**config.mk**
```make
export PLATFORM = sky130hd
export DESIGN_NAME = mem_lsu
export DESIGN_NICKNAME = d
export VERILOG_FILES = /design/src/rtl/mem_lsu_pkg.sv /design/src/rtl/mem_lsu_load_align.sv /design/src/rtl/mem_lsu.sv
export SDC_FILE = /design/constraint.sdc
export NUM_CORES = 1
export LEC_CHECK = 0
export CAP_MARGIN = 40
export CORE_AREA = 2 2 112 114
export DETAILED_ROUTE_END_ITERATION = 16
export DIE_AREA = 0 0 114 116
export DONT_BUFFER_PORTS = 1
export PLACE_DENSITY = 0.51
export SYNTH_ARGS = -nofsm -noshare
export SYNTH_HDL_FRONTEND = slang
export SYNTH_HIERARCHICAL = 1
export SYNTH_SLANG_ARGS = --single-unit
```
**constraint.sdc**
```tcl
create_clock -name clk -period 2.3 [get_ports clk]
set_clock_uncertainty 0.1 [all_clocks]
set_input_delay 0.23 -clock clk [delete_from_list [all_inputs] [get_ports clk]]
set_output_delay 0.23 -clock clk [all_outputs]
set_load 0.1 [all_outputs]
```
**src/rtl/mem_lsu_pkg.sv**
```systemverilog
// Shared constants for the memory-access stage: word width, RV32I load/store
// funct3 codes, FSM state encodings, bus command payload and misalignment check.
package mem_lsu_pkg;

   localparam int unsigned WORD_WIDTH = 32;
   localparam int unsigned BE_W       = 4;

   localparam logic [2:0] F3_LB  = 3'b000;
   localparam logic [2:0] F3_LH  = 3'b001;
   localparam logic [2:0] F3_LW  = 3'b010;
   localparam logic [2:0] F3_LBU = 3'b100;
   localparam logic [2:0] F3_LHU = 3'b101;
   localparam logic [2:0] F3_SB  = 3'b000;
   localparam logic [2:0] F3_SH  = 3'b001;
   localparam logic [2:0] F3_SW  = 3'b010;

   localparam logic [1:0] ST_IDLE = 2'd0;
   localparam logic [1:0] ST_WAIT = 2'd1;
   localparam logic [1:0] ST_DONE = 2'd2;

   // Request payload presented on the data bus.
   typedef struct packed {
      logic                  we;
      logic [WORD_WIDTH-1:0] addr;
      logic [BE_W-1:0]       be;
      logic [WORD_WIDTH-1:0] wdata;
   } bus_cmd_t;

   // Word access needs addr[1:0]==0, halfword access needs addr[0]==0.
   function automatic logic is_misaligned(input logic [2:0] funct3, input logic [1:0] addr_lo);
      return ((funct3[1:0] == 2'b10) && (addr_lo != 2'b00)) ||
             ((funct3[1:0] == 2'b01) && addr_lo[0]);
   endfunction

endpackage

```
**src/rtl/mem_lsu_load_align.sv**
```systemverilog
// Load data extraction: selects byte/half/word from the captured read word and
// sign- or zero-extends it.
//   rdata   : captured bus read word
//   addr    : low two bits of the effective address
//   funct3  : RV32I load funct3 (bit 2 = unsigned)
//   rd_data : aligned, extended load result
module mem_load_align
   import mem_lsu_pkg::*;
#(
   parameter int unsigned DATA_W = WORD_WIDTH
) (
   input  logic [DATA_W-1:0] rdata,
   input  logic [1:0]        addr,
   input  logic [2:0]        funct3,
   output logic [DATA_W-1:0] rd_data
);

   logic [7:0]  byte_sel;
   logic [15:0] half_sel;
   logic        sext;

   // Lane select and extension.
   always_comb begin
      byte_sel = rdata[{addr, 3'b000} +: 8];
      half_sel = addr[1] ? rdata[31:16] : rdata[15:0];
      sext     = ~funct3[2];
      rd_data  = rdata;
      case (funct3[1:0])
         2'b00:   rd_data = {{(DATA_W-8){byte_sel[7] & sext}}, byte_sel};
         2'b01:   rd_data = {{(DATA_W-16){half_sel[15] & sext}}, half_sel};
         default: rd_data = rdata;
      endcase
   end

endmodule

```
**src/rtl/mem_lsu.sv**
```systemverilog
// Memory-access pipeline stage. Non-memory instructions pass straight through
// to writeback; loads/stores issue one req/gnt/rvalid bus transaction and stall
// the pipeline until the response returns.
//   mem_*_i      : instruction in MEM (pc, valid, load/store, funct3, addr, data, rd)
//   mem_flush_i  : pipeline flush
//   bus_*        : single-outstanding data bus (req/we/addr/be/wdata, gnt/rvalid/rdata)
//   mem_stall_req_o, mem_misalign_o : to pipeline control
//   mem_wb_*_o   : MEM/WB payload
module mem_lsu
   import mem_lsu_pkg::*;
#(
   parameter int unsigned ADDR_W = WORD_WIDTH,
   parameter int unsigned DATA_W = WORD_WIDTH
) (
   input  logic              clk,
   input  logic              rst_n,
   input  logic [ADDR_W-1:0] mem_pc_i,
   input  logic              mem_valid_i,
   input  logic              mem_load_i,
   input  logic              mem_store_i,
   input  logic [2:0]        mem_funct3_i,
   input  logic [ADDR_W-1:0] mem_addr_i,
   input  logic [DATA_W-1:0] mem_store_data_i,
   input  logic [4:0]        mem_rd_addr_i,
   input  logic              mem_rd_we_i,
   input  logic              mem_flush_i,
   output logic              bus_req_o,
   output logic              bus_we_o,
   output logic [ADDR_W-1:0] bus_addr_o,
   output logic [3:0]        bus_be_o,
   output logic [DATA_W-1:0] bus_wdata_o,
   input  logic              bus_gnt_i,
   input  logic              bus_rvalid_i,
   input  logic [DATA_W-1:0] bus_rdata_i,
   output logic              mem_stall_req_o,
   output logic              mem_misalign_o,
   output logic [ADDR_W-1:0] mem_wb_pc_o,
   output logic              mem_wb_valid_o,
   output logic [4:0]        mem_wb_rd_addr_o,
   output logic              mem_wb_rd_we_o,
   output logic [DATA_W-1:0] mem_wb_rd_data_o
);

   logic [1:0]        state_q, state_d;
   logic              flush_q, flush_d;
   logic [DATA_W-1:0] rdata_q;
   logic [DATA_W-1:0] load_data;
   logic              is_mem, mis, mem_op;
   bus_cmd_t          cmd;

   assign is_mem = mem_valid_i & (mem_load_i | mem_store_i);
   assign mis    = is_misaligned(mem_funct3_i, mem_addr_i[1:0]);
   assign mem_op = is_mem & ~mis;

   // Store byte-lane steering; loads always read the whole word.
   always_comb begin
      cmd.we    = mem_store_i;
      cmd.addr  = {mem_addr_i[ADDR_W-1:2], 2'b00};
      cmd.be    = 4'b1111;
      cmd.wdata = mem_store_data_i;
      if (mem_store_i) begin
         case (mem_funct3_i[1:0])
            2'b00: begin
               cmd.be    = 4'b0001 << mem_addr_i[1:0];
               cmd.wdata = {4{mem_store_data_i[7:0]}};
            end
            2'b01: begin
               cmd.be    = mem_addr_i[1] ? 4'b1100 : 4'b0011;
               cmd.wdata = {2{mem_store_data_i[15:0]}};
            end
            default: ;
         endcase
      end
   end

   mem_load_align #(.DATA_W(DATA_W)) u_load_align (
      .rdata   (rdata_q),
      .addr    (mem_addr_i[1:0]),
      .funct3  (mem_funct3_i),
      .rd_data (load_data)
   );

   // State, sticky flush and captured read data.
   always_ff @(posedge clk) begin
      if (!rst_n) begin
         state_q <= ST_IDLE;
         flush_q <= 1'b0;
         rdata_q <= '0;
      end else begin
         state_q <= state_d;
         flush_q <= flush_d;
         if ((state_q == ST_WAIT) && bus_rvalid_i) rdata_q <= bus_rdata_i;
      end
   end

   // Next state and outputs; everything forced low while in reset.
   always_comb begin
      state_d          = state_q;
      flush_d          = flush_q;
      bus_req_o        = 1'b0;
      bus_we_o         = cmd.we;
      bus_addr_o       = cmd.addr;
      bus_be_o         = cmd.be;
      bus_wdata_o      = cmd.wdata;
      mem_stall_req_o  = 1'b0;
      mem_misalign_o   = 1'b0;
      mem_wb_pc_o      = mem_pc_i;
      mem_wb_valid_o   = 1'b0;
      mem_wb_rd_addr_o = mem_rd_addr_i;
      mem_wb_rd_we_o   = 1'b0;
      mem_wb_rd_data_o = DATA_W'(mem_addr_i);

      case (state_q)
         ST_IDLE: begin
            flush_d = 1'b0;
            if (!mem_flush_i) begin
               if (mem_op) begin
                  // Request held with stable payload until granted.
                  bus_req_o       = 1'b1;
                  mem_stall_req_o = 1'b1;
                  if (bus_gnt_i) state_d = ST_WAIT;
               end else begin
                  // Pass-through, or a misaligned access retired without a write.
                  mem_wb_valid_o = mem_valid_i;
                  mem_wb_rd_we_o = mem_valid_i & mem_rd_we_i & ~is_mem;
                  mem_misalign_o = is_mem;
               end
            end
         end
         ST_WAIT: begin
            // A flush here waits for the outstanding response, then drops it.
            mem_stall_req_o = 1'b1;
            if (mem_flush_i) flush_d = 1'b1;
            if (bus_rvalid_i) begin
               flush_d = 1'b0;
               state_d = (mem_flush_i || flush_q) ? ST_IDLE : ST_DONE;
            end
         end
         ST_DONE: begin
            state_d = ST_IDLE;
            if (!mem_flush_i) begin
               mem_wb_valid_o = 1'b1;
               mem_wb_rd_we_o = mem_load_i & mem_rd_we_i;
               if (mem_load_i) mem_wb_rd_data_o = load_data;
            end
         end
         default: state_d = ST_IDLE;
      endcase

      if (!rst_n) begin
         bus_req_o        = 1'b0;
         bus_we_o         = 1'b0;
         bus_addr_o       = '0;
         bus_be_o         = '0;
         bus_wdata_o      = '0;
         mem_stall_req_o  = 1'b0;
         mem_misalign_o   = 1'b0;
         mem_wb_pc_o      = '0;
         mem_wb_valid_o   = 1'b0;
         mem_wb_rd_addr_o = '0;
         mem_wb_rd_we_o   = 1'b0;
         mem_wb_rd_data_o = '0;
      end
   end

endmodule
```
# --- Yosys cells after proc, flatten, opt, wreduce, memory -nomap -nowiden ---
# Cells that the tools add are included.
totals:
  regBits: 35
  latchBits: 0
  ramBits: 0
  rom_bits: 0
  in_bits: 145
  out_inout_bits: 143
  mem_count: 0
op_classes:
  add_sub_neg: 0
  n_mul: 0
  n_div: 0
  n_lt_le_gt_ge: 0
  n_eq_ne: 9
  shift: 2
  mux: 44
  bitwise: 11
  n_reduce_logical: 11
op_table:
  columns: ["operator", "count"]
  rows:
  - ["$mux W32", 7]
  - ["$pmux W36 S2", 1]
  - ["$pmux W32 S2", 1]
  - ["$mux W36", 1]
  - ["$shiftx A32 B6 Y8", 1]
  - ["$mux W1", 20]
  - ["$mux W16", 1]
  - ["$mux W2", 5]
  - ["$mux W4", 2]
  - ["$ne A2 B2 Y1 const B", 4]
  - ["$pmux W1 S2", 4]
  - ["$and A1 B1 Y1", 7]
  - ["$mux W5", 1]
  - ["$eq A2 B1 Y1 const B", 2]
  - ["$eq A2 B2 Y1 const B", 2]
  - ["$logic_not A2 Y1", 2]
  - ["$pmux W2 S2", 1]
  - ["$reduce_and A4 Y1", 1]
  - ["$reduce_bool A2 Y1", 2]
  - ["$shl A1 B2 Y4 const A", 1]
  - ["$logic_and A1 B1 Y1", 3]
  - ["$ne A3 B3 Y1 const B", 1]
  - ["$not A1 Y1", 3]
  - ["$logic_or A1 B1 Y1", 2]
  - ["other kinds (2)", 2]

# --- Depth between registers and ports, before layout ---
depth:
  word_depth: 9
  depth_mapped: 8
  mapped_depth_nobuf: 6

# --- Cells and area by module ---
# The synthesis kept the hierarchy.
by_module_without_submodules:
  columns: ["mod", "instances", "cells_each", "area_each_um2"]
  rows:
  - ["mem_lsu", 1, 459, 2787.7]
  - ["mem_load_align", 1, 122, 694.4]

# --- Least setup slack after synthesis ---
# Ideal clock, no wire load.
synth_timing:
  kind: "in2out"
  startpoint: "input mem_store_i"
  endpoint: "output bus_wdata_o[25]"
  t_arrival_ns: 2.851
  required_time_ns: 1.970
  path_slack_ns: -0.881
  stages: 4
  path_buffers: 2
  cell_sequence: "nor2b_1 buf_2 buf_2 a211oi_1"
synth_via:
  elab_chain_len: 2
synth_lines:
  columns: ["item", "line_no", "source"]
  rows:
  - ["start: declaration", "mem_lsu.sv:20", "input logic mem_store_i,"]
  - ["$mux W36", "mem_lsu.sv:61", "if (mem_store_i) begin"]
  - ["$mux W32", "mem_lsu.sv:150", "if (!rst_n) begin"]
  - ["end: declaration", "mem_lsu.sv:31", "output logic [DATA_W-1:0] bus_wdata_o,"]
# No other way between the ends.

# --- Worst setup path in the final report ---
layout_timing:
  startpoint: "register rdata_q[7]"
  endpoint: "output mem_wb_rd_data_o[11]"
layout_via:
  elab_chain_len: 7
layout_lines:
  columns: ["item", "line_no", "source"]
  rows:
  - ["start: declaration", "mem_lsu.sv:46", "logic [DATA_W-1:0] rdata_q;"]
  - ["start signal: assignment", "mem_lsu.sv:92", "if ((state_q == ST_WAIT) && bus_rvalid_i) rdata_q <= bus_rdata_i;"]
  - ["$shiftx A32 B6 Y8", "mem_lsu_load_align.sv:24", "byte_sel = rdata[{addr, 3'b000} +: 8];"]
  - ["$and A1 B1 Y1", "mem_lsu_load_align.sv:29", "2'b00: rd_data = {{(DATA_W-8){byte_sel[7] & sext}}, byte_sel};"]
  - ["$pmux W32 S2", "mem_lsu_load_align.sv:28", "case (funct3[1:0])"]
  - ["net load_data[11]", "mem_lsu.sv:47", "logic [DATA_W-1:0] load_data;"]
  - ["$mux W32", "mem_lsu.sv:144", "if (mem_load_i) mem_wb_rd_data_o = load_data;"]
  - ["$mux W32", "mem_lsu.sv:141", "if (!mem_flush_i) begin"]
  - ["$mux W32", "mem_lsu.sv:113", "case (state_q)"]
  - ["$mux W32", "mem_lsu.sv:150", null]
  - ["end: declaration", "mem_lsu.sv:41", "output logic [DATA_W-1:0] mem_wb_rd_data_o"]
# The timed path passes the listed nets, and every way through them passes these cells.

==> metrics.yaml <==
run_status:
  status: "finished, final reports clean"
sta:
  layout_min_cycle_time_ns: 2.268
  setup_viol: 0
  fmax_ghz: 0.4409
  drv_slew: 0
  finalCritPeriodShare_pct: 98.62
  worstMarginPinSlew_ns: 0.6140
  rsz0062_at_grt: "true"
  finalHoldViolCount: 0
  maxSlewHeadroom_pct: 59.07
yosys:
  yosysTopAreaCellShare_pct: 22.85
  synth_commonest_cells: "212 x nand2_1, 90 x a21oi_1, 78 x and2_1, 35 x dfxtp_1, 18 x buf_2"
  async_reset_ff_share_pct: 0
  synth.distinct_cells: 39
  synth_edf_count: 0
  ys_warn_count: 6
  synth_area_leaders: "nand2_1 23%, dfxtp_1 20%, and2_1 14%"
  synthCells: 581
  syn_area_per_cell_um2: 5.993
  yosys_most_used_dff: "dfxtp_1"
  synth_area_mm2: 0.003482
  synth_seq_area_share_pct: 20.12
  yosysTopAreaCell: "nand2_1"
  synth.most_common_cell: "nand2_1"
  synth-seq-cells: 35
route:
  final_antenna_net_count: 0
  drc: 0
  wl_per_cell_um: 17.42
  dr_total_vias: 4428
  via_per_inst: 5.167
  dr.pass1.iters: 5
  drt_iter0_markers: 317
  routed_wl_um: 14930
finish:
  area_delta_synth_final_pct: 68.20
  utilization_pct: 49.17
  fin_nets: 856
  layout-drive-gt1-share_pct: 33.66
  diodes: 0
critical_path:
  critPathMaxFanout: 4
  cp-end-kind: "output port"
  cp.required_ns: 1.97
  worstPathArrival_ns: 1.94
  crit_type: "flip-flop to output port"
  start_kind: "flip-flop"
power:
  seqPwrFrac_pct: 21.0
  comb_power_share_pct: 58.2
  power_mw: 2.963
  p_sw_mw: 1.527
  p_sw_share_pct: 51.55
  ir_drop_mv: 0.3511
  power_frac_clock_pct: 20.8
  internal_power_mw: 1.436
  p_per_area_mw_per_mm2: 505.9
  cellLeakagePower_nw: 2.453
clock_tree:
  cts.htree.levels: 2
  cts_sinks: 35
  tritoncts: "done"
  path_clk_slew_ns: 0.05
  clock_path_buffers: 2
  clk_latency_ns: 0.27
  cts_root_buf: "clkbuf_16"
  cts_made_buffers: 5
global_route:
  grt_pass1_wl_um: 22200
  grt_use_total_pct: 21.01
  grt.overflow.total: 0
  antenna_found_initial: 0
  grt_max_degree: 81
  first_global_vias: 4098
worst_hold_path:
  hp-class: "input port to flip-flop"
floorplan:
  die_w_um: 114
  core.rowCount: 40
  ios: 288
  fp.coreArea_mm2: 0.01191
  die_height_um: 116
  die_area_mm2: 0.01322
  start_util_pct: 29.23
placed_design:
  portBuffers: 0
  place_hpwl_um: 11750
  place_congestion: 0.9422
run:
  drv_cap: 0
-- placed cells by master (no fill, tap or decap), types with 3 or more instances in the layout --
cell type and count:
nor2b_1 6, a21oi_1 36, mux2i_1 10, nor2_1 14
buf_12 40, a2bb2oi_1 3, buf_4 114, o22ai_1 3
clkbuf_16 5, a21oi_2 36, nor2_2 4, nand2b_1 9
dfxtp_1 31, nand2_1 210, nand2_2 3, and2_1 78
dlygate4sd3_1 17, o21ai_0 12, a211oi_4 8, dfxtp_2 3
o21ai_1 3, a221o_1 8, a21oi_4 18, inv_1 5
o22a_1 3, a22oi_1 5, o21bai_1 3, a21o_1 3
-- per-layer routing --
layer	track usage, %	vias up	share of wire (%)
met2	34.05	221	47
li1	-	2157	-
met5	0	-	0
met1	29.09	2032	44
met3	3.556	18	7.2
met4	5.285	0	1.6
-- power groups by stage --
stage | Combinational (mW) | Sequential [mW] | Clock [mW]
floorplan | 1.33 | 0.631 | 0
global placement | 1.69 | 0.634 | 0
detailed placement | 1.70 | 0.634 | 0
CTS | 1.73 | 0.621 | 0.632
global route | 1.77 | 0.621 | 0.658
finish | 1.72 | 0.621 | 0.617
-- sequential cells by signal, indices dropped and copies added, names as in the netlist --
register,flops
rdata_q,32
flush_q,1
state_q,2
-- path summary, 6_finish.rpt --
| check | start | end | slack [ns] | cells after the start |
|---|---|---|---|---|
| setup / recovery | rdata_q[7]$_SDFFE_PN0P_ | mem_wb_rd_data_o[11] | 0.03 | 8 |
| hold / removal | bus_rdata_i[27] | rdata_q[27]$_SDFFE_PN0P_ | 0.005 | 2 |
| setup reg to reg | state_q[0]$_SDFFE_PN0P_ | rdata_q[31]$_SDFFE_PN0P_ | 0.89 | 5 |
| hold reg to reg | flush_q$_SDFFE_PN0P_ | state_q[1]$_SDFFE_PN0P_ | 0.34 | 1 |
-- area by class of cell --
type	count	area [um^2]
Fill cell	1223	6055
Multi-Input combinational cell	492	2984
Timing Repair Buffer	171	1827
Sequential cell	35	708.2
Tap cell	147	183.9
Clock buffer	6	128.9
Inverter	6	25.02
-- kinds of logic after synthesis --
kind of cell	share of synthesized area, %
buffers and inverters	7.797
AND/OR/NAND/NOR	44.23
flip-flops	20.12
other	0.1077
multiplexers	3.306
AO/OA/AOI/OAI	24.43
-- critical path, stage by stage (launching register included) --
cell and delay, ns:
dfxtp_2 0.35, mux2i_1 0.10, mux2_4 0.29, nor4_4 0.17, buf_4 0.18, a221o_1 0.13, nand2_2 0.07, a21oi_4 0.18
buf_12 0.19
-- per-stage QoR --
step	hold slack [ns]	area [um^2]	TNS (ns)	setup WS, ns	instances
6_report	0.004670	5857	0	0.03174	857
5_1_grt	0.003717	5857	-0.06422	-0.04077	857
4_1_cts	0.0009645	5844	0	0.002614	856
3_5_place_dp	0.2144	5523	0	0.1873	831
3_3_place_gp	0.2115	5523	0	0.2158	831
2_1_floorplan	0.2087	3821	-7.837	-0.8812	582
-- repair_timing --
item | 4_1_cts | 5_1_grt
gates cloned | 0 | 0
pin swaps | 1 | 2
setup endpoints to repair | 8 | 8
setup buffers | 2 | 1
gates resized for setup | 5 | 2
endpoints found under the hold margin | 17 | 0
hold buffers | 17 | 0
Note: power is estimated with default switching activity, not from simulation.
